<file path="src/rtl/riscv_pkg.sv">
// Shared RV32I definitions: funct3 access sizes, WB select codes, MEM FSM states
// and the data-memory request bundle.
package riscv_pkg;
  localparam int XLEN      = 32;
  localparam int NUM_LANES = XLEN / 8;

  localparam logic [2:0] F3_B  = 3'b000;
  localparam logic [2:0] F3_H  = 3'b001;
  localparam logic [2:0] F3_W  = 3'b010;
  localparam logic [2:0] F3_BU = 3'b100;
  localparam logic [2:0] F3_HU = 3'b101;

  localparam logic [1:0] WB_SEL_MEM = 2'b00;
  localparam logic [1:0] WB_SEL_ALU = 2'b01;

  typedef enum logic {
    MEM_IDLE = 1'b0,
    MEM_WAIT = 1'b1
  } mem_state_e;

  typedef struct packed {
    logic                 req;
    logic                 we;
    logic [XLEN-1:0]      addr;
    logic [NUM_LANES-1:0] be;
    logic [XLEN-1:0]      wdata;
  } dmem_req_t;
endpackage

</file>
<file path="src/rtl/load_store_align.sv">
// Byte-lane steering for the MEM stage: byte enables, store replication,
// load extraction with sign/zero extension, and misalign/illegal decode.
module load_store_align
  import riscv_pkg::*;
#(
  parameter int XLEN = riscv_pkg::XLEN
) (
  input  logic [1:0]           lane,
  input  logic [2:0]           funct3,
  input  logic                 is_load,
  input  logic [XLEN-1:0]      store_data,
  input  logic [XLEN-1:0]      rdata,
  output logic [NUM_LANES-1:0] be,
  output logic [XLEN-1:0]      wdata,
  output logic [XLEN-1:0]      load_data,
  output logic                 fault
);
  logic [NUM_LANES-1:0][7:0] rd_b;
  logic [7:0]                byte_v;
  logic [15:0]               half_v;
  logic                      legal, misal;

  assign rd_b = rdata;

  // Each lane carries either the low byte, the matching half of the low
  // halfword, or its own byte, so any aligned lane sees the right data.
  for (genvar i = 0; i < NUM_LANES; i++) begin : g_lane
    assign wdata[8*i +: 8] = (funct3[1:0] == 2'b00) ? store_data[7:0] :
                             (funct3[1:0] == 2'b01) ? store_data[8*(i%2) +: 8] :
                                                      store_data[8*i +: 8];
  end

  always_comb begin
    be = '1;
    if (!is_load) begin
      unique case (funct3[1:0])
        2'b00:   be = 4'b0001 << lane;
        2'b01:   be = 4'b0011 << lane;
        default: be = 4'b1111;
      endcase
    end
  end

  always_comb begin
    byte_v    = rd_b[lane];
    half_v    = lane[1] ? rdata[31:16] : rdata[15:0];
    load_data = rdata;
    unique case (funct3)
      F3_B:    load_data = {{(XLEN-8){byte_v[7]}}, byte_v};
      F3_BU:   load_data = {{(XLEN-8){1'b0}}, byte_v};
      F3_H:    load_data = {{(XLEN-16){half_v[15]}}, half_v};
      F3_HU:   load_data = {{(XLEN-16){1'b0}}, half_v};
      default: load_data = rdata;
    endcase
  end

  always_comb begin
    legal = is_load ? (funct3 inside {F3_B, F3_H, F3_W, F3_BU, F3_HU})
                    : (funct3 inside {F3_B, F3_H, F3_W});
    misal = ((funct3[1:0] == 2'b01) && lane[0]) ||
            ((funct3[1:0] == 2'b10) && (lane != 2'b00));
    fault = !legal || misal;
  end
endmodule

</file>
<file path="src/rtl/mem_stage.sv">
// RV32I MEM stage: data-memory req/ready handshake, load alignment and the
// MEM/WB pipeline register feeding WB.
module mem_stage
  import riscv_pkg::*;
#(
  parameter int XLEN = riscv_pkg::XLEN
) (
  input  logic            clk,
  input  logic            rst,
  input  logic            valid_in,
  input  logic [XLEN-1:0] alu_result,
  input  logic [XLEN-1:0] store_data,
  input  logic [2:0]      funct3,
  input  logic            mem_read,
  input  logic            mem_write,
  input  logic            reg_file_write_in,
  input  logic [4:0]      addr_rd_in,
  input  logic [1:0]      select_mux_2_in,
  output logic            stall_out,
  output logic            dmem_req,
  output logic            dmem_we,
  output logic [XLEN-1:0] dmem_addr,
  output logic [3:0]      dmem_be,
  output logic [XLEN-1:0] dmem_wdata,
  input  logic            dmem_ready,
  input  logic [XLEN-1:0] dmem_rdata,
  output logic            reg_file_write_out,
  output logic [4:0]      addr_rd_out,
  output logic [1:0]      select_mux_2_out,
  output logic [XLEN-1:0] mem_out,
  output logic [XLEN-1:0] alu_out,
  output logic            fault_out
);
  mem_state_e      state_q, state_d;
  dmem_req_t       req_s;
  logic            memop, is_store, align_fault, fault, legal;
  logic [3:0]      be_w;
  logic [XLEN-1:0] wdata_w, load_w;

  assign memop    = valid_in && (mem_read || mem_write);
  assign is_store = mem_write && !mem_read;
  assign fault    = memop && align_fault;
  assign legal    = memop && !align_fault;

  load_store_align #(.XLEN(XLEN)) u_align (
    .lane       (alu_result[1:0]),
    .funct3     (funct3),
    .is_load    (mem_read),
    .store_data (store_data),
    .rdata      (dmem_rdata),
    .be         (be_w),
    .wdata      (wdata_w),
    .load_data  (load_w),
    .fault      (align_fault)
  );

  always_ff @(posedge clk or posedge rst) begin
    if (rst) state_q <= MEM_IDLE;
    else     state_q <= state_d;
  end

  always_comb begin
    state_d = state_q;
    unique case (state_q)
      MEM_IDLE: if (legal && !dmem_ready) state_d = MEM_WAIT;
      MEM_WAIT: if (dmem_ready)           state_d = MEM_IDLE;
      default:                            state_d = MEM_IDLE;
    endcase
  end

  // rst gates the request so an access in flight is dropped at once, even
  // though EX/MEM may still be presenting the load.
  always_comb begin
    req_s     = '0;
    req_s.req = !rst && (legal || (state_q == MEM_WAIT));
    if (req_s.req) begin
      req_s.we    = is_store;
      req_s.addr  = {alu_result[XLEN-1:2], 2'b00};
      req_s.be    = be_w;
      req_s.wdata = wdata_w;
    end
    stall_out = req_s.req && !dmem_ready;
  end

  assign dmem_req   = req_s.req;
  assign dmem_we    = req_s.we;
  assign dmem_addr  = req_s.addr;
  assign dmem_be    = req_s.be;
  assign dmem_wdata = req_s.wdata;

  always_ff @(posedge clk or posedge rst) begin
    if (rst) begin
      reg_file_write_out <= 1'b0;
      addr_rd_out        <= '0;
      select_mux_2_out   <= '0;
      mem_out            <= '0;
      alu_out            <= '0;
      fault_out          <= 1'b0;
    end else if (!stall_out) begin
      reg_file_write_out <= valid_in && reg_file_write_in && !is_store && !fault;
      addr_rd_out        <= addr_rd_in;
      select_mux_2_out   <= select_mux_2_in;
      mem_out            <= (valid_in && mem_read && !fault) ? load_w : '0;
      alu_out            <= alu_result;
      fault_out          <= fault;
    end else begin
      fault_out          <= 1'b0;
    end
  end
endmodule

</file>
<file path="config.mk">
export PLATFORM = sky130hd
export DESIGN_NAME = mem_stage
export DESIGN_NICKNAME = d
export VERILOG_FILES = /design/src/rtl/riscv_pkg.sv /design/src/rtl/load_store_align.sv /design/src/rtl/mem_stage.sv
export SDC_FILE = /design/constraint.sdc
export NUM_CORES = 1
export LEC_CHECK = 0
export CORE_MARGIN = 4
export CORE_UTILIZATION = 39
export DETAILED_ROUTE_END_ITERATION = 10
export MAX_ROUTING_LAYER = met4
export PLACE_DENSITY = 0.88
export SYNTH_ARGS = -nofsm -noshare
export SYNTH_HDL_FRONTEND = slang
export SYNTH_SLANG_ARGS = --single-unit
</file>
<file path="constraint.sdc">
create_clock -name clk -period 5.4 [get_ports clk]
set_clock_uncertainty 0.1 [all_clocks]
set_input_delay 1.08 -clock clk [delete_from_list [all_inputs] [get_ports clk]]
set_output_delay 1.08 -clock clk [all_outputs]
set_load 0.005 [all_outputs]
</file>
* Word level (Yosys, flattened, before mapping)
Index checks and enable logic that the tools add are counted.
Storage, ports and cells: register bits after elaboration 74, input port bits 113, output and inout port bits 144
Cells by class: order comparisons 1, eq/ne operators 6, shift-type cells 2, multiplexer cells 18, bitwise logic cells 1, reduce and logical (&&, ||, !) cells 30
Operators with widths (number):
- 32-bit one-hot mux with 4 select lines | 1
- 69-bit two-way mux | 1
- 8-bit two-way mux | 6
- 32-bit two-way mux | 1
- 8-bit binary-select mux with 2-bit select | 1
- 16-bit two-way mux | 1
- 1-bit logical AND | 14
- 4-bit one-hot mux with 2 select lines | 1
- 1-bit zero test | 7
- 3-bit == test, second input constant | 2
- 5-bit nonzero test | 1
- 1-bit logical OR | 4
- 1-bit two-way mux | 4
- 4-bit two-way mux | 1
- 1-bit by 2-bit << shifter with 4-bit output, first input constant | 1
- 2-bit by 2-bit << shifter with 4-bit output, first input constant | 1
- 3-bit by 1-bit == test with 1-bit output, second input constant | 1
- 3-bit by 2-bit == test with 1-bit output, second input constant | 1
- 3-bit zero test | 1
- 2-bit by 3-bit < comparator with 1-bit output, second input constant | 1
- 3-bit nonzero test | 1
- 2-bit by 1-bit == test with 1-bit output, second input constant | 1
- 2-bit == test, second input constant | 1
- 2-bit zero test | 1
- 3 further kinds | 3

* Depth between registers and ports, before layout
depth after elaboration 11, gate-level depth with buffers 7, gate-level depth less buffers 5

* By module
From an unflattened synthesis, not the netlist that was laid out.
Second synthesis, totals: cell total of the unflattened synthesis 511, area total of the unflattened synthesis 5046.1 um^2
Modules (own cells, without submodules):
- mem_stage | times used 1, cells each 320, area each 3686.0 um^2
- load_store_align | times used 1, cells each 191, area each 1360.1 um^2

* Least setup slack after synthesis
No wires, ideal clock.
path kind input-to-output, start point in rst, end point out dmem_addr[10], arrival time 3.668 ns, data required time 4.220 ns, path slack 0.552 ns, cell stages on the path 5, path buffers 2, cells stage by stage inv_1 > o21a_1 > clkbuf_1 > clkbuf_1 > and3_1
On the way: longest elaborated chain between the ends 3
Ends and longest elaborated chain:
- start, declared | line mem_stage.sv:9 | input logic rst,
- 1-bit zero test (no source line)
- 1-bit logical AND | line mem_stage.sv:75 | req_s.req = !rst && (legal || (state_q == MEM_WAIT));
- 69-bit two-way mux | line mem_stage.sv:76 | if (req_s.req) begin
- end, declared | line mem_stage.sv:22 | output logic [XLEN-1:0] dmem_addr,
No other way between the ends.

* Final worst setup path
start point in alu_result[0], end point out stall_out
On the way: longest elaborated chain between the ends 9, elaborated cells on any way between the ends 10, classes of those cells reduce/logical (10)
Ends and longest elaborated chain:
- start, declared | line mem_stage.sv:11 | input logic [XLEN-1:0] alu_result,
- 2-bit nonzero test | line load_store_align.sv:61 | ((funct3[1:0] == 2'b10) && (lane != 2'b00));
- 1-bit logical AND | line load_store_align.sv:61
- 1-bit logical OR (*) | line load_store_align.sv:60 | misal = ((funct3[1:0] == 2'b01) && lane[0]) ||
- 1-bit logical OR (*) | line load_store_align.sv:62 | fault = !legal || misal;
- 1-bit zero test (*) | line mem_stage.sv:43 | assign legal = memop && !align_fault;
- 1-bit logical AND (*) | line mem_stage.sv:43
- 1-bit logical OR (*) | line mem_stage.sv:75
- 1-bit logical AND (*) | line mem_stage.sv:75
- 1-bit logical AND (*) | line mem_stage.sv:82 | stall_out = req_s.req && !dmem_ready;
- end, declared | line mem_stage.sv:19 | output logic stall_out,
Mark *: on every way between the ends. The rest lies on a longest branch, timed or not.

==> results.md <==
Clock network:
- The clock network latency to the later pin of the worst-skew pair is 0.33 ns.
- The clock slew seen by the registers of the worst setup and hold paths is 0.06 ns.
- The count of hold buffers inserted by post-cts repair is 0.
- The number of buffers created by CTS is 9.
- The clock tree from TritonCTS is done.
- The number of gates resized after CTS was 0.
- No sink is reached through more buffers than the 2 on the longest clock path.
- The post-CTS setup buffer count is 0.
- CTS saw 74 sinks.
- The deepest level of the CTS H-tree is 3.
- The root buffer cell chosen for the clock tree is sky130_fd_sc_hd__clkbuf_16.

Die:
- The I/O pin total is 257.
- The floorplan step defined a core boundary enclosing 11,500 µm².
- The die is 117 µm tall.
- Measured along the x axis, the die boundary spans 117 µm.
- The initial utilization of the core area, before any placement, comes to 40.0%.
- The number of rows in the core area is 39.
- The area enclosed by the die boundary is 13,600 µm².

STA:
- The total negative setup slack is 0 ns.
- The relative slew slack is 24.2%.
- At the pin with the least slew margin, the transition time is 1.13 ns.
- The number of failing hold endpoints at the final stage is 0.
- The final worst-path cycle share is 91.3%.
- The number of pins with negative max-slew slack in the final report is 0.
- The final period demand of the worst path is 4.93 ns.
- The final-report setup violation count is 0.
- Setup repair after global routing left no endpoint under its margin.
- The fmax is 203 MHz.

Global route:
- The number of global-route vias before repair is 4,859.
- For this run the aggregate overflow at the end of global routing stands at 0.
- The initial antenna violation count came to 0.
- The global router's overall resource usage is 26.0%.
- The first global-routing pass estimated 26.6 mm of wire.
- Entering global routing, the biggest net connects 75 pins.

Synthesis:
- During synthesis, Yosys emitted a total of 0 warnings.
- Sequential cells were found to cover 40.2% of the synthesized design area.
- The post-synthesis instance total is 458.
- The per-instance average area after synthesis is 10.1 µm².
- Among all cell types in the netlist, the one instantiated most often is sky130_fd_sc_hd__dfrtp_1.
- In this run the cell area of the synthesized design comes to 4610 µm².
- The leading register cell type out of synthesis is sky130_fd_sc_hd__dfrtp_1.
- Yosys attributes the largest share of cell area to sky130_fd_sc_hd__dfrtp_1 (40%), sky130_fd_sc_hd__mux2_2 (13%), sky130_fd_sc_hd__and3_1 (5.4%), sky130_fd_sc_hd__mux2i_1 (4.3%), sky130_fd_sc_hd__a31o_2 (3.0%).
- Ranked by instance count, the synthesized netlist is headed by sky130_fd_sc_hd__dfrtp_1 (74), sky130_fd_sc_hd__mux2_2 (55), sky130_fd_sc_hd__and3_1 (40).
- The synthesized design devotes to its leading area cell type 40.2% of total area.
- The count of unique library cells instantiated by Yosys is 39.
- The flop and latch count out of synthesis is 74.
- The number of enable-type register cells in the synthesized netlist is 0.
- The library cell with the largest summed area after synthesis is sky130_fd_sc_hd__dfrtp_1.
- After synthesis, the share of flip-flops with an asynchronous set or reset is 100%.

Route:
- Wires add up to 17.4 mm.
- For this block, the initial DRC count from the detailed router was 252.
- The total via count in the routed design is 4,688.
- Dividing the detail-routed via count by the number of cells gives 5.62.
- After detailed routing, the average wire length per cell comes to 20.8 µm.
- The count of nets left with antenna violations once routing finished came out at 0.
- The detailed-routing iteration count for the pre-antenna-repair pass is 5.
- After detailed routing, the number of remaining DRC violations is 0.

Worst setup path:
- The worst setup path is of the primary input to output port kind.
- The startpoint type of the worst setup path is a primary input.
- The worst register-to-register path has a setup slack of 2.81 ns.
- The endpoint of the worst-slack reg-to-reg timing path is select_mux_2_out[0].
- Along the worst path, the maximum fanout reaches 32.
- Measured in cells, the most critical reg-to-reg path has a length of 5.
- The required time of the critical path is 4.22 ns.
- The arrival time at the worst endpoint is 3.75 ns.
- The startpoint identified for the worst register-to-register timing path is state_q.
- The worst setup path is captured at an output port.

Finish:
- The post-route core utilization is 64.8%.
- Counting the fill cells in the layout gives 899.
- The number of nets in the layout is 799.
- 0 antenna diodes ended up in the layout.
- Of the cells placed in the final design, the portion with a size suffix greater than 1 is 15.6%.
- The total area of multi-input combinational cells is 2460 µm².
- The layout overhead on the synthesized area is 61.9%.
- The area of all sequential standard cells is 1850 µm².

Pwr:
- Summed over all cells, the static leakage comes to 3.32 nW.
- In this run the power density over the cells is 211 nW/µm².
- The worst supply voltage drop on vdd is 157 µV.

Worst hold path:
- The hold path startpoint is mem_out[15].
- The classification of the worst-slack hold path is register to register.
- The worst hold path terminates at mem_out[15].
- Counting instances, the worst hold path has a depth of 1.

Placement:
- The final weighted congestion in routability-driven placement is 0.859.
- The count of port buffers added during placement is 254.
- After legalization and detailed placement, the total HPWL measured 13.2 mm.

Flow run:
- The count of max-cap constraint violations is 0.

Outcome:
- The flow ran to the end, and the final reports show no timing, DRC or antenna violations.
## area by class of cell
cell class                 instances  share of cell area (%)
sequential                        74                    24.8
tap                              143                    2.40
timing repair buffer             265                    35.1
inverter                          13                   0.704
clock buffer                      14                    3.54
clock inverter                     2                   0.469
multi-input combinational        323                    33.0
## registers in the layout (all words and copies together) (netlist names)
| name | cells |
|---|---|
| addr_rd_out | 5 |
| alu_out | 32 |
| fault_out | 1 |
| mem_out | 32 |
| reg_file_write_out | 1 |
| select_mux_2_out | 2 |
| state_q | 1 |
## report_power, final
| part | internal (mW) | leakage [nW] | switching (mW) |
|---|---|---|---|
| Sequential | 0.582 | 0.937 | 0.0144 |
| Combinational | 0.213 | 2.24 | 0.167 |
| Clock | 0.383 | 0.147 | 0.220 |
| Total | 1.18 | 3.32 | 0.401 |
## worst max path at each step
stage                              from             to  slack (ns)  cells past startpoint
final                     alu_result[0]      stall_out        0.47                      6
after global routing      alu_result[0]      stall_out        0.26                      6
after CTS                     funct3[0]      stall_out        0.50                      7
after detailed placement  alu_result[0]      stall_out        0.51                      6
after global placement        funct3[0]      stall_out        0.59                      7
after floorplan                     rst  dmem_addr[10]        0.55                      5
## placed cells by master, fill, tap and decap left out, types with 2 or more instances in the layout
| master | instances |
|---|---|
| sky130_fd_sc_hd__and4_1 | 16 |
| sky130_fd_sc_hd__clkbuf_16 | 9 |
| sky130_fd_sc_hd__a221oi_1 | 12 |
| sky130_fd_sc_hd__nand4_1 | 5 |
| sky130_fd_sc_hd__clkbuf_1 | 3 |
| sky130_fd_sc_hd__nand2b_1 | 4 |
| sky130_fd_sc_hd__clkbuf_8 | 2 |
| sky130_fd_sc_hd__a31o_2 | 16 |
| sky130_fd_sc_hd__nand2_1 | 16 |
| sky130_fd_sc_hd__a21oi_1 | 27 |
| sky130_fd_sc_hd__mux2i_1 | 20 |
| sky130_fd_sc_hd__nor2_1 | 30 |
| sky130_fd_sc_hd__dfrtp_1 | 74 |
| sky130_fd_sc_hd__mux2_2 | 55 |
| sky130_fd_sc_hd__or4b_1 | 4 |
| sky130_fd_sc_hd__o21ai_0 | 17 |
| sky130_fd_sc_hd__clkdlybuf4s50_1 | 253 |
| sky130_fd_sc_hd__buf_4 | 11 |
| sky130_fd_sc_hd__clkinv_2 | 2 |
| sky130_fd_sc_hd__o41ai_2 | 4 |
| sky130_fd_sc_hd__and3_1 | 40 |
| sky130_fd_sc_hd__nand3_1 | 6 |
| sky130_fd_sc_hd__nor2b_1 | 6 |
| sky130_fd_sc_hd__a21o_1 | 18 |
| sky130_fd_sc_hd__a211o_1 | 4 |
| sky130_fd_sc_hd__conb_1 | 2 |
| sky130_fd_sc_hd__mux2_1 | 6 |
| sky130_fd_sc_hd__and3b_1 | 4 |
| sky130_fd_sc_hd__inv_1 | 11 |
## stage by stage
| step | cell area, µm² | hold slack [ns] | std cells | power [mW] | setup slack, ns |
|---|---|---|---|---|---|
| global placement | 7170 | 0.381 | 818 | 0.971 | 0.592 |
| CTS | 7470 | 0.397 | 834 | 1.59 | 0.504 |
| finish | 7470 | 0.396 | 834 | 1.58 | 0.469 |
| floorplan | 4620 | 0.383 | 459 | 0.761 | 0.552 |
| detailed placement | 7170 | 0.384 | 818 | 0.983 | 0.511 |
| global route | 7470 | 0.418 | 834 | 1.64 | 0.256 |
## worst max-delay path: stages
cell and delay [ns]:
sky130_fd_sc_hd__clkdlybuf4s50_1 0.55, sky130_fd_sc_hd__nor4_2 0.43, sky130_fd_sc_hd__a211o_2 0.50, sky130_fd_sc_hd__nand3_4 0.47, sky130_fd_sc_hd__inv_4 0.15, sky130_fd_sc_hd__clkdlybuf4s50_1 0.56
## kinds of logic (layout without fill, tap and decap cells)
group / after synthesis / after routing / share of synthesized area [%]
buf+inv: 62 / 294 / 6.54
simple gates: 135 / 135 / 17.4
mux: 81 / 81 / 19.2
compound gates: 105 / 105 / 16.5
flops: 74 / 74 / 40.2
other cells: 1 / 2 / 0.0813
## layer usage
| metal | vias to the layer above | GRT usage [%] | routed length [µm] | part of all wire [%] |
|---|---|---|---|---|
| met5 | - | - | 0 | 0 |
| met4 | 0 | 8.49 | 412 | 2.4 |
| met3 | 28 | 4.77 | 1300 | 7.5 |
| met2 | 247 | 46.7 | 9170 | 53 |
| met1 | 2276 | 29.0 | 6500 | 37 |
| li1 | 2137 | - | - | - |
Power figures use the tool's default switching activity.
